**src/rtl/lcd_mode_sequencer.sv**
```systemverilog
// lcd_mode_sequencer: per-dot LCD timing controller.
// Counts dots and scanlines. From the position it derives the LCD mode,
// the LY/LYC coincidence flag, the STAT and VBlank interrupt pulses, the
// frame-start pulse and the CPU-side OAM/VRAM access locks.
module lcd_mode_sequencer #(
    parameter int unsigned DOTS_PER_LINE = 456,
    parameter int unsigned OAM_DOTS      = 80,
    parameter int unsigned XFER_DOTS     = 172,
    parameter int unsigned VISIBLE_LINES = 144,
    parameter int unsigned TOTAL_LINES   = 154
) (
    input  logic       clk,
    input  logic       reset,
    input  logic       dot_en,
    input  logic       lcd_enable,
    input  logic [3:0] stat_en,
    input  logic [7:0] lyc,
    output logic [7:0] ly,
    output logic [8:0] dot,
    output logic [1:0] mode,
    output logic       coincidence,
    output logic       stat_irq,
    output logic       vblank_irq,
    output logic       frame_start,
    output logic       oam_lock,
    output logic       vram_lock
);

    localparam logic [1:0] MODE_HBLANK = 2'd0;
    localparam logic [1:0] MODE_VBLANK = 2'd1;
    localparam logic [1:0] MODE_OAM    = 2'd2;
    localparam logic [1:0] MODE_XFER   = 2'd3;

    localparam logic [8:0] DOT_LAST    = 9'(DOTS_PER_LINE - 1);
    localparam logic [8:0] OAM_END     = 9'(OAM_DOTS);
    localparam logic [8:0] XFER_END    = 9'(OAM_DOTS + XFER_DOTS);
    localparam logic [7:0] LY_LAST     = 8'(TOTAL_LINES - 1);
    localparam logic [7:0] LY_VIS_LAST = 8'(VISIBLE_LINES - 1);
    localparam logic [7:0] LY_VBLANK   = 8'(VISIBLE_LINES);

    logic [8:0] dot_r;
    logic [7:0] ly_r;
    logic       en_q_r;
    logic       stat_line_q_r;
    logic       coincidence_r;
    logic       vblank_irq_r;
    logic       frame_start_r;

    logic [8:0] dot_next_s;
    logic [7:0] ly_next_s;
    logic       advance_s;
    logic       line_end_s;
    logic       frame_wrap_s;
    logic       vblank_set_s;
    logic       frame_start_set_s;
    logic [1:0] mode_s;
    logic       stat_line_s;

    // Next dot/line position: cleared while disabled or on the enabling clock,
    // otherwise advanced by one dot on dot_en with line and frame wrap.
    always_comb begin
        dot_next_s = dot_r;
        ly_next_s  = ly_r;
        if (!lcd_enable || !en_q_r) begin
            dot_next_s = 9'd0;
            ly_next_s  = 8'd0;
        end else if (dot_en) begin
            if (dot_r == DOT_LAST) begin
                dot_next_s = 9'd0;
                if (ly_r == LY_LAST) begin
                    ly_next_s = 8'd0;
                end else begin
                    ly_next_s = ly_r + 8'd1;
                end
            end else begin
                dot_next_s = dot_r + 9'd1;
                ly_next_s  = ly_r;
            end
        end else begin
            dot_next_s = dot_r;
            ly_next_s  = ly_r;
        end
    end

    // Event decode for the registered one-clock pulses.
    always_comb begin
        advance_s         = en_q_r & lcd_enable & dot_en;
        line_end_s        = advance_s & (dot_r == DOT_LAST);
        frame_wrap_s      = line_end_s & (ly_r == LY_LAST);
        vblank_set_s      = line_end_s & (ly_r == LY_VIS_LAST);
        frame_start_set_s = lcd_enable & (~en_q_r | frame_wrap_s);
    end

    // Mode from the registered position; a disabled LCD reports HBlank.
    always_comb begin
        mode_s = MODE_HBLANK;
        if (!en_q_r) begin
            mode_s = MODE_HBLANK;
        end else if (ly_r >= LY_VBLANK) begin
            mode_s = MODE_VBLANK;
        end else if (dot_r < OAM_END) begin
            mode_s = MODE_OAM;
        end else if (dot_r < XFER_END) begin
            mode_s = MODE_XFER;
        end else begin
            mode_s = MODE_HBLANK;
        end
    end

    // Combined STAT source line, held low while the LCD is disabled.
    always_comb begin
        stat_line_s = 1'b0;
        if (en_q_r) begin
            stat_line_s = (stat_en[0] & (mode_s == MODE_HBLANK)) |
                          (stat_en[1] & (mode_s == MODE_VBLANK)) |
                          (stat_en[2] & (mode_s == MODE_OAM))    |
                          (stat_en[3] & coincidence_r);
        end else begin
            stat_line_s = 1'b0;
        end
    end

    // State registers: position, enable history, STAT edge memory and pulses.
    always_ff @(posedge clk) begin
        if (reset) begin
            dot_r         <= 9'd0;
            ly_r          <= 8'd0;
            en_q_r        <= 1'b0;
            stat_line_q_r <= 1'b0;
            coincidence_r <= 1'b0;
            vblank_irq_r  <= 1'b0;
            frame_start_r <= 1'b0;
        end else begin
            dot_r         <= dot_next_s;
            ly_r          <= ly_next_s;
            en_q_r        <= lcd_enable;
            stat_line_q_r <= stat_line_s;
            coincidence_r <= (ly_next_s == lyc);
            vblank_irq_r  <= vblank_set_s;
            frame_start_r <= frame_start_set_s;
        end
    end

    assign ly          = ly_r;
    assign dot         = dot_r;
    assign mode        = mode_s;
    assign coincidence = coincidence_r;
    // Rising edge of the STAT line only: a source taking over while another
    // is still active keeps the line high and raises no new request.
    assign stat_irq    = stat_line_s & ~stat_line_q_r;
    assign vblank_irq  = vblank_irq_r;
    assign frame_start = frame_start_r;
    assign oam_lock    = (mode_s == MODE_OAM) | (mode_s == MODE_XFER);
    assign vram_lock   = (mode_s == MODE_XFER);

endmodule
```
**config.mk**
```make
export PLATFORM = sky130hd
export DESIGN_NAME = lcd_mode_sequencer
export DESIGN_NICKNAME = d
export VERILOG_FILES = /design/src/rtl/lcd_mode_sequencer.sv
export SDC_FILE = /design/constraint.sdc
export NUM_CORES = 1
export LEC_CHECK = 0
export ABC_AREA = 1
export ABC_CLOCK_PERIOD_IN_PS = 2200
export BUFFER_PORTS_ARGS = -buffer_cell sky130_fd_sc_hd__buf_2
export CAP_MARGIN = 20
export CORE_ASPECT_RATIO = 0.6
export CORE_MARGIN = 10
export CORE_UTILIZATION = 35
export CTS_BUF_LIST = sky130_fd_sc_hd__clkbuf_4 sky130_fd_sc_hd__clkbuf_8
export CTS_CLUSTER_SIZE = 24
export DETAILED_ROUTE_END_ITERATION = 6
export GPL_ROUTABILITY_DRIVEN = 0
export SYNTH_ARGS = -nofsm -noshare
export SYNTH_HDL_FRONTEND = slang
export SYNTH_SLANG_ARGS = --single-unit
```
**constraint.sdc**
```tcl
create_clock -name clk -period 2.2 [get_ports clk]
set_clock_uncertainty 0.1 [all_clocks]
set_input_delay 0.33 -clock clk [delete_from_list [all_inputs] [get_ports clk]]
set_output_delay 0.33 -clock clk [all_outputs]
set_load 0.02 [all_outputs]
```
==> flow_summary.toml, run 1 <==
[run_status]
status = "completed"

[worst_setup_path]
cp_data_required_time_ns = 1.77
r2r_slack_ns = 0.24
cp_cell_sequence = "nand2_4, nor3_4, nand3_1, o211ai_1, nand2_1, nand2_2, nand3_2, nand2_1, nand2_2, nor2_2, buf_6"
crit_arrival_ns = 1.74
r2r_start = "dot[1]"
worstPathMaxFanout = 5
r2r-end = "coincidence"
slowest_stage = "dfxtp_4"
cp-start-kind = "register"
cp_slowest_stage_delay_ns = 0.38
critPathCaptureType = "primary output"
crit_type = "register to primary output"
ff2ff_path_depth = 13

[sta]
slew_headroom_pct = 77.6
fin_crit_ns = 2.17
rsz0062_at_grt = "yes"
hold_viol_final = 0
whs_ns = 0.186
finalSetupViolCount = 0
finalWorstSetupSlack_ns = 0.0298
timing.fmax_ghz = 0.461
report.final.slew_viol_count = 0
worst_pin_slew_ns = 0.333
period_share_pct = 98.6

[global_routing]
grt.overflow.total = 0
grt_pass1_wl_microns = 6430
grt_pass1_vias = 1324
grt_max_degree = 12
antenna_found_initial = 0
gr-usage-all-layers_pct = 11.1

[logic_synthesis]
syn_nets = 253
synth-xor-area-share_pct = 1.21
synth_compound_area_share_pct = 2.77
synth_top_family_by_area = "simple AND/OR/NAND/NOR gates"
avgSynthCellArea_sq_um = 6.21
synthMuxAreaShare_pct = 0
yosys.area_share.simple_pct = 50.0
ys_ff_latch = 22
synth.distinct_cells = 27
yosysWarnings = 0
ys_seq_area_share_pct = 30.4
synth_area_sq_um = 1450
synthAdderAreaFrac_pct = 3.46
synthCells = 233

[clock_tree]
cts_tree = "yes"
clock_path_buffers = 2
clk_pin_slew_ns = 0.08
htreeDepth = 1
root_buffer = "clkbuf_8"
ctsHoldBuffers = 0
cts_num_sinks = 22
clock_latency_ns = 0.26
cts-buffers-inserted = 3

[min_path]
hp-class = "input port to register"
whs_path_depth = 3
hp-start = "lcd_enable"
holdPathEnd = "en_q_r"

[route]
final_antenna_net_count = 0
drc = 0
dr.pass1.iters = 4
wire_per_inst_microns = 12.6
vias = 1535
avgViaCountPerCell = 4.74
wl_microns = 4070
drt_iter0_drc = 121

[pwr]
finalPower_w = 0.000719
power_density_nw_per_um2 = 399
p_leak_nw = 0.958
ir_drop_mv = 0.188

[floorplan]
die-width_microns = 103
io_pins = 41
core_sq_um = 3830
initial_core_util_pct = 37.8
row_count = 17
die_h_microns = 69.8
dieArea_sq_um = 7190

[placement]
post-place-ws_ns = 0.214
dp_hpwl_microns = 3300
place_area_sq_um = 1690
io_buffers = 40

[layout]
fill_cells = 410
diodes = 0
fin_util_pct = 47.1
drive_gt1_share_pct = 26.7
final_cell_area_sq_um = 1800
fin_nets = 299
syn_to_final_growth_pct = 24.6

[run]
maxCapViolCount = 0
[per-stage QoR]
step	setup TNS [ns]	cells
after detailed placement	0	318
after floorplan	0	233
final	0	324
after CTS	0	323
after global placement	0	318
after global routing	-0.148	324
[how the worst max path moves through the flow]
stage	from	endpoint	slack (ns)
floorplan	dot[6]	stat_irq	0.17
global placement	dot[3]	stat_irq	0.26
detailed placement	dot[3]	stat_irq	0.21
CTS	dot[3]	stat_irq	0.00004
global route	ly[4]	stat_irq	-0.15
finish	dot[4]	stat_irq	0.03
[worst max-delay path, delay by kind of cell (launching register included)]
| family | cells | cell delay (ns) |
|---|---|---|
| flops | 1 | 0.38 |
| buf+inv | 1 | 0.12 |
| compound gates | 1 | 0.13 |
| simple gates | 9 | 0.85 |
[final cells by class]
type	instances	area, sq um	area share [%]
well taps	47	58.8	3.26
repair buffers	44	236	13.1
flip-flops and latches	22	450	25.0
clock buffers	3	41.3	2.29
inverters	40	150	8.32
multi-input cells	168	867	48.1
[timing repair]
| item | in CTS | in global routing |
|---|---|---|
| setup endpoints to repair | 1 | 1 |
| setup buffers | 2 | 1 |
| resized for setup | 4 | 15 |
| pin swaps | 1 | 5 |
[Yosys cell counts]
cell / instances / share of area [%]
nand2_1: 64 / 17
nor2_1: 40 / 10
inv_1: 39 / 10
dfxtp_1: 22 / 30
nand3_1: 19 / 6.6
nand4_1: 9 / 3.9
nor3_1: 7 / 2.4
nor2_4: 5 / 3.9
ha_1: 4 / 3.5
a21oi_1: 2 / 0.69
a31oi_1: 2 / 0.86
nand2_2: 2 / 0.86
nand3_2: 2 / 1.4
nor3_2: 2 / 1.4
xor2_1: 2 / 1.2
buf_4: 1 / 0.52
clkbuf_1: 1 / 0.26
clkbuf_8: 1 / 0.95
inv_2: 1 / 0.26
nand2_4: 1 / 0.78
nand3b_1: 1 / 0.52
nor2_2: 1 / 0.43
nor3b_1: 1 / 0.52
nor4_1: 1 / 0.43
o211ai_1: 1 / 0.52
o21ai_0: 1 / 0.35
o21ai_1: 1 / 0.35
[sequential cells by signal, summed over array words and instances (netlist names)]
| name | flops |
|---|---|
| frame_start | 1 |
| ly | 8 |
| en_q_r | 1 |
| vblank_irq | 1 |
| coincidence | 1 |
| stat_line_q_r | 1 |
| dot | 9 |
[cell families after synthesis]
logic type | after synthesis
fa+ha+maj | 4
flops | 22
xor+xnor | 2
simple gates | 155
buf+inv | 43
compound gates | 7
[report_power, final]
part / internal, W / total [W] / switching, W
combinational: 0.0000257 / 0.0000689 / 0.0000432
sequential: 0.000398 / 0.000401 / 0.00000245
clock: 0.000122 / 0.000249 / 0.000127
total: 0.000546 / 0.000719 / 0.000173
[placed cells by master, fill, tap and decap left out, types with 2 or more instances in the layout]
cell,synthesis,layout
xor2_1,2,2
nand2_4,1,2
nand3_2,2,3
buf_4,1,4
nand2_2,2,4
inv_2,1,3
a21oi_1,2,2
nor2_2,1,3
nand4_1,9,9
nand3_1,19,18
dfxtp_4,0,2
clkbuf_8,1,3
ha_1,4,4
inv_1,39,37
nor2_1,40,38
dfxtp_2,0,2
nand2_1,64,61
dfxtp_1,22,18
buf_2,0,39
nor2_4,5,5
nor3_1,7,7
[layer usage]
metal	up-vias	routed length [microns]	GRT usage, %
li1	821	-	-
met2	40	1440	12.4
met4	0	19	2.74
met3	2	370	4.96
met5	-	0	0
met1	672	2240	17.3
Note: power is estimated with default switching activity, not from simulation.
==> run 2: changes to the inputs <==
Settings changed: RECOVER_POWER set to 100.
==> flow_summary.toml, run 2 (synthesis results as in run 1) <==
[clock_tree]
htreeDepth = 1
clock_path_buffers = 2
cts-buffers-inserted = 3
ctsHoldBuffers = 0
clk_pin_slew_ns = 0.08
root_buffer = "clkbuf_8"
cts_tree = "yes"
clock_latency_ns = 0.26
cts_num_sinks = 22

[layout]
final_common_cell = "nand2_1"
drive_gt1_share_pct = 25.6
layout_common_cells = "nand2_1, nor2_1, inv_1"
diodes = 0
fin_util_pct = 47.0
fin_nets = 299
syn_to_final_growth_pct = 24.4
fill_cells = 410
largest_reg_flops = 9

[worst_setup_path]
crit_end = "stat_irq"
crit_cells = 11
r2r_slack_ns = 0.24
cp-start-kind = "register"
crit_arrival_ns = 1.74
r2r_start = "dot[1]"
r2r-end = "coincidence"
cp_cell_sequence = "nand2_4, nor3_4, nand3_1, o211ai_1, nand2_1, nand2_2, nand3_2, nand2_1, nand2_2, nor2_2, buf_6"
cp_slowest_stage_delay_ns = 0.38
path_buf_inv = 1
critPathCaptureType = "primary output"
startpoint = "dot[4]"
path_delay_family = "simple AND/OR/NAND/NOR gates"
worstPathMaxFanout = 5
ff2ff_path_depth = 13
cp_data_required_time_ns = 1.77
slowest_stage = "dfxtp_4"
crit_type = "register to primary output"

[global_routing]
antenna_found_initial = 0
gr-usage-all-layers_pct = 11.1
grt.overflow.total = 0
grt_pass1_vias = 1324
grt_max_degree = 12
grt_pass1_wl_microns = 6430

[route]
avgViaCountPerCell = 4.74
final_antenna_net_count = 0
dr.pass1.iters = 5
drc = 0
drt_iter0_drc = 120
wl_microns = 4070
wire_per_inst_microns = 12.5
vias = 1535

[pwr]
seq_power_share_pct = 55.8
p_leak_nw = 0.947
pwr-share-comb_pct = 9.5
internal_power_w = 0.000546
power.share.switching_pct = 24.0
ir_drop_mv = 0.188
p_switching_w = 0.000173
clkPwrFrac_pct = 34.7
power_density_nw_per_um2 = 399

[floorplan]
die_h_microns = 69.8
core_sq_um = 3830
initial_core_util_pct = 37.8
io_pins = 41
row_count = 17
die-width_microns = 103
dieArea_sq_um = 7190

[sta]
period_share_pct = 98.6
report.final.slew_viol_count = 0
timing.fmax_ghz = 0.461
rsz0062_at_grt = "yes"
slew_headroom_pct = 63.0
hold_viol_final = 0
finalSetupViolCount = 0
fin_tns_setup_ns = 0
worst_pin_slew_ns = 0.555
fin_crit_ns = 2.17

[min_path]
hp-class = "input port to register"

[placement]
io_buffers = 40
dp_hpwl_microns = 3300

[run]
maxCapViolCount = 0

[run_status]
status = "completed"
[run 2: power by group through the flow]
stage,Clock (W),Combinational (W),Sequential (W)
floorplan,0,0.0000379,0.000414
global placement,0,0.0000659,0.000412
detailed placement,0,0.0000655,0.000412
CTS,0.000262,0.0000664,0.000403
global route,0.000280,0.0000768,0.000401
finish,0.000249,0.0000684,0.000401
[run 2: final cells by class]
cell class | instances | area, sq um | area share [%]
clock buffer | 3 | 41.3 | 2.29
inverter | 40 | 150 | 8.34
multi-input combinational | 168 | 867 | 48.2
sequential | 22 | 450 | 25.0
tap | 47 | 58.8 | 3.27
timing repair buffer | 44 | 233 | 12.9
[run 2: per-layer routing]
| layer | GRT usage, % | part of all wire (%) | routed length, microns |
|---|---|---|---|
| met1 | 17.3 | 55 | 2230 |
| met2 | 12.4 | 35 | 1440 |
| met3 | 4.96 | 9.1 | 371 |
| met4 | 2.74 | 0.47 | 19 |
| met5 | 0 | 0 | 0 |
[run 2: worst min-delay path by stage]
stage | from | to | slack, ns | depth (start not counted)
global route | lcd_enable | en_q_r | 0.19 | 3
floorplan | lcd_enable | en_q_r | 0.35 | 2
finish | lcd_enable | en_q_r | 0.19 | 3
detailed placement | en_q_r | stat_line_q_r | 0.42 | 2
global placement | en_q_r | stat_line_q_r | 0.41 | 2
CTS | lcd_enable | en_q_r | 0.18 | 3
[run 2: stage by stage]
| step | std cells | area [sq um] | total power, W | hold WS (ns) | worst slack (ns) |
|---|---|---|---|---|---|
| final | 324 | 1800 | 0.000719 | 0.186 | 0.0297 |
| after global routing | 324 | 1800 | 0.000759 | 0.193 | -0.148 |
| after CTS | 323 | 1760 | 0.000731 | 0.178 | 0.0000396 |
| after detailed placement | 318 | 1690 | 0.000478 | 0.416 | 0.214 |
| after global placement | 318 | 1690 | 0.000478 | 0.412 | 0.256 |
| after floorplan | 233 | 1450 | 0.000452 | 0.347 | 0.173 |
[run 2: worst register-to-register path, cell delays in order (launching register included)]
cell and delay, ns:
dfxtp_1 0.39, ha_1 0.21, nand2_2 0.09, nor2_4 0.16, nand2_2 0.09, nor2_4 0.15
nand2_1 0.11, nand3_2 0.08, nand2_1 0.05, nand2_1 0.09, nand2_1 0.06, nor2_1 0.18
nand2_1 0.07, nor2_1 0.08
[run 2: repair_timing]
action                                  in CTS  in global routing
setup buffers                                2                  1
pin swaps                                    1                  5
gates resized for setup                      4                 15
endpoints found under the setup margin       1                  1
cloned                                       0                  0
==> run 3: changes to the inputs <==
Settings changed: ABC_AREA 1 to 0.
==> flow_summary.toml, run 3 <==
[run_status]
status = "complete, but fails checks"
violations = "negative setup slack"

[floorplan]
row_count = 17
initial_core_util_pct = 36.3
die_h_microns = 67.9
io_pins = 41
dieArea_sq_um = 6770
core_sq_um = 3680
die-width_microns = 99.8

[logic_synthesis]
synthCells = 162
synth_area_sq_um = 1340
synth.distinct_cells = 40
synth_top_family_by_area = "simple AND/OR/NAND/NOR gates"
synth_common_cells = "dfxtp_1, nor2_1, xnor2_1"
async_flop_share_pct = 0
synth-xor-area-share_pct = 12.9
syn_nets = 182
synth_top_cell_area_share_pct = 33.0
yosysTopAreaCell = "dfxtp_1"
synth_compound_area_share_pct = 13.2
yosysWarnings = 0
synthTopCellsByArea = "dfxtp_1, xnor2_1, nor2_1"
synth_flop_cell = "dfxtp_1"
synthAdderAreaFrac_pct = 3.75
ys_seq_area_share_pct = 33.0
synthMuxAreaShare_pct = 2.25
synth-edff-count = 0
ys_ff_latch = 22
avgSynthCellArea_sq_um = 8.25
yosys.area_share.simple_pct = 31.8

[sta]
fin_crit_ns = 2.39
rsz0062_at_grt = "yes"
slew_headroom_pct = 66.8
worst_pin_slew_ns = 0.497
period_share_pct = 109
report.final.slew_viol_count = 0
finalWorstSetupSlack_ns = -0.188
fin_tns_setup_ns = -0.279
finalSetupViolCount = 2
timing.fmax_ghz = 0.419
hold_viol_final = 0

[worst_setup_path]
cp_slowest_stage_delay_ns = 0.59
crit_type = "register to register"
cp_cell_sequence = "or4b_4, or4_4, or3_4, a21oi_2, xnor2_1, nand3_2, nor4_2"
crit_arrival_ns = 2.46
worstPathMaxFanout = 5
r2r-end = "coincidence"
cp_data_required_time_ns = 2.27
r2r_slack_ns = -0.19
r2r_start = "dot[4]"
slowest_stage = "or4b_4"
cp-start-kind = "register"
ff2ff_path_depth = 7
critPathCaptureType = "register"

[route]
vias = 1482
avgViaCountPerCell = 5.11
drc = 0
drt_iter0_drc = 132
wl_microns = 4280
final_antenna_net_count = 0
dr.pass1.iters = 4
wire_per_inst_microns = 14.7

[clock_tree]
root_buffer = "clkbuf_8"
htreeDepth = 1
clock_latency_ns = 0.26
clock_path_buffers = 2
cts_tree = "yes"
cts-buffers-inserted = 3
cts_num_sinks = 22
clk_pin_slew_ns = 0.08

[pwr]
ir_drop_mv = 0.237
p_leak_nw = 0.789
power_density_nw_per_um2 = 412

[layout]
layout_common_cells = "buf_4, buf_2, nor2_1, clkbuf_1, dfxtp_1"
fin_nets = 264
drive_gt1_share_pct = 39.9
final_common_cell = "buf_4"
diodes = 0
layout.cells.non_filler = 290
syn_to_final_growth_pct = 54.3
final_cell_area_sq_um = 2060
largest_reg_flops = 9

[run]
maxCapViolCount = 0

[placement]
dp.cells = 277
dp_hpwl_microns = 3370
io_buffers = 40
place_area_sq_um = 1840

[global_routing]
gr-usage-all-layers_pct = 12.7
antenna_found_initial = 0
grt_max_degree = 14
grt_pass1_vias = 1393
grt.overflow.total = 0
grt_pass1_wl_microns = 6990

[min_path]
whs_path_depth = 2
hp-class = "input port to register"
hp-start = "lcd_enable"
holdPathEnd = "en_q_r"
run 3: changes by cell type in the layout (fill, tap and decap cells not counted), moves of 5 or more:
cell / change
nand2_1: -52
buf_4: +33
inv_1: -30
dfxtp_2: +5
nor2_1: -18
xnor2_1: +12
clkbuf_1: +17
nand3_1: -10
buf_2: -15
run 3: power breakdown:
part / switching (W) / internal (W) / total [W]
Clock: 0.000127 / 0.000243 / 0.000369
Sequential: 0.00000330 / 0.000401 / 0.000404
Combinational: 0.0000391 / 0.0000364 / 0.0000755
run 3: layout make-up:
cell class / count / area (sq um)
multi-input cells: 129 / 965
clock inverters: 1 / 30.0
fillers: 345 / 1620
flip-flops and latches: 22 / 449
inverters: 7 / 26.3
clock buffers: 3 / 41.3
repair buffers: 81 / 492
well taps: 47 / 58.8
run 3: worst max-delay path by stage:
| stage | start | cells after the start | to | slack, ns |
|---|---|---|---|---|
| final | dot[4] | 7 | coincidence | -0.19 |
| after global routing | dot[4] | 7 | coincidence | -0.35 |
| after CTS | dot[4] | 7 | coincidence | -0.18 |
| after detailed placement | dot[3] | 7 | coincidence | -0.20 |
| after global placement | dot[3] | 7 | coincidence | -0.14 |
| after floorplan | dot[3] | 7 | coincidence | -0.18 |
run 3: metal layers:
layer / track usage, % / wire length, microns / up-vias
li1: - / - / 740
met1: 17.7 / 2160 / 686
met2: 18.1 / 1710 / 52
met3: 4.42 / 361 / 4
met4: 3.38 / 47 / 0
met5: 0 / 0 / -
run 3: cell families after synthesis:
group	count (synthesis)
AND/OR/NAND/NOR	77
AO/OA/AOI/OAI	27
flip-flops	22
XOR/XNOR	18
buffers and inverters	11
adder cells (fa/ha/maj)	4
multiplexers	3
run 3: timing repair:
item	CTS	global route
hold buffers	0	0
setup endpoints to repair	2	14
hold endpoints to repair	0	0
pin swaps	7	1
buffers inserted	9	0
gates resized for setup	13	14
run 3: per-stage QoR:
stage	setup WS, ns	hold slack (ns)	util [%]	total power (W)
6_report	-0.188	0.286	56.0	0.000849
3_5_place_dp	-0.196	0.491	49.9	0.000478
3_3_place_gp	-0.142	0.479	49.9	0.000478
5_1_grt	-0.355	0.292	56.0	0.000889
2_1_floorplan	-0.181	0.367	-	0.000447
4_1_cts	-0.178	0.266	55.2	0.000856
run 3: critical path: cells and delay by family (launching register included):
kind / cells / cell delay, ns
and+or+nand+nor: 5 / 1.60
AOI/OAI and AO/OA: 1 / 0.14
DFF: 1 / 0.33
xor gates and xnor gates: 1 / 0.14
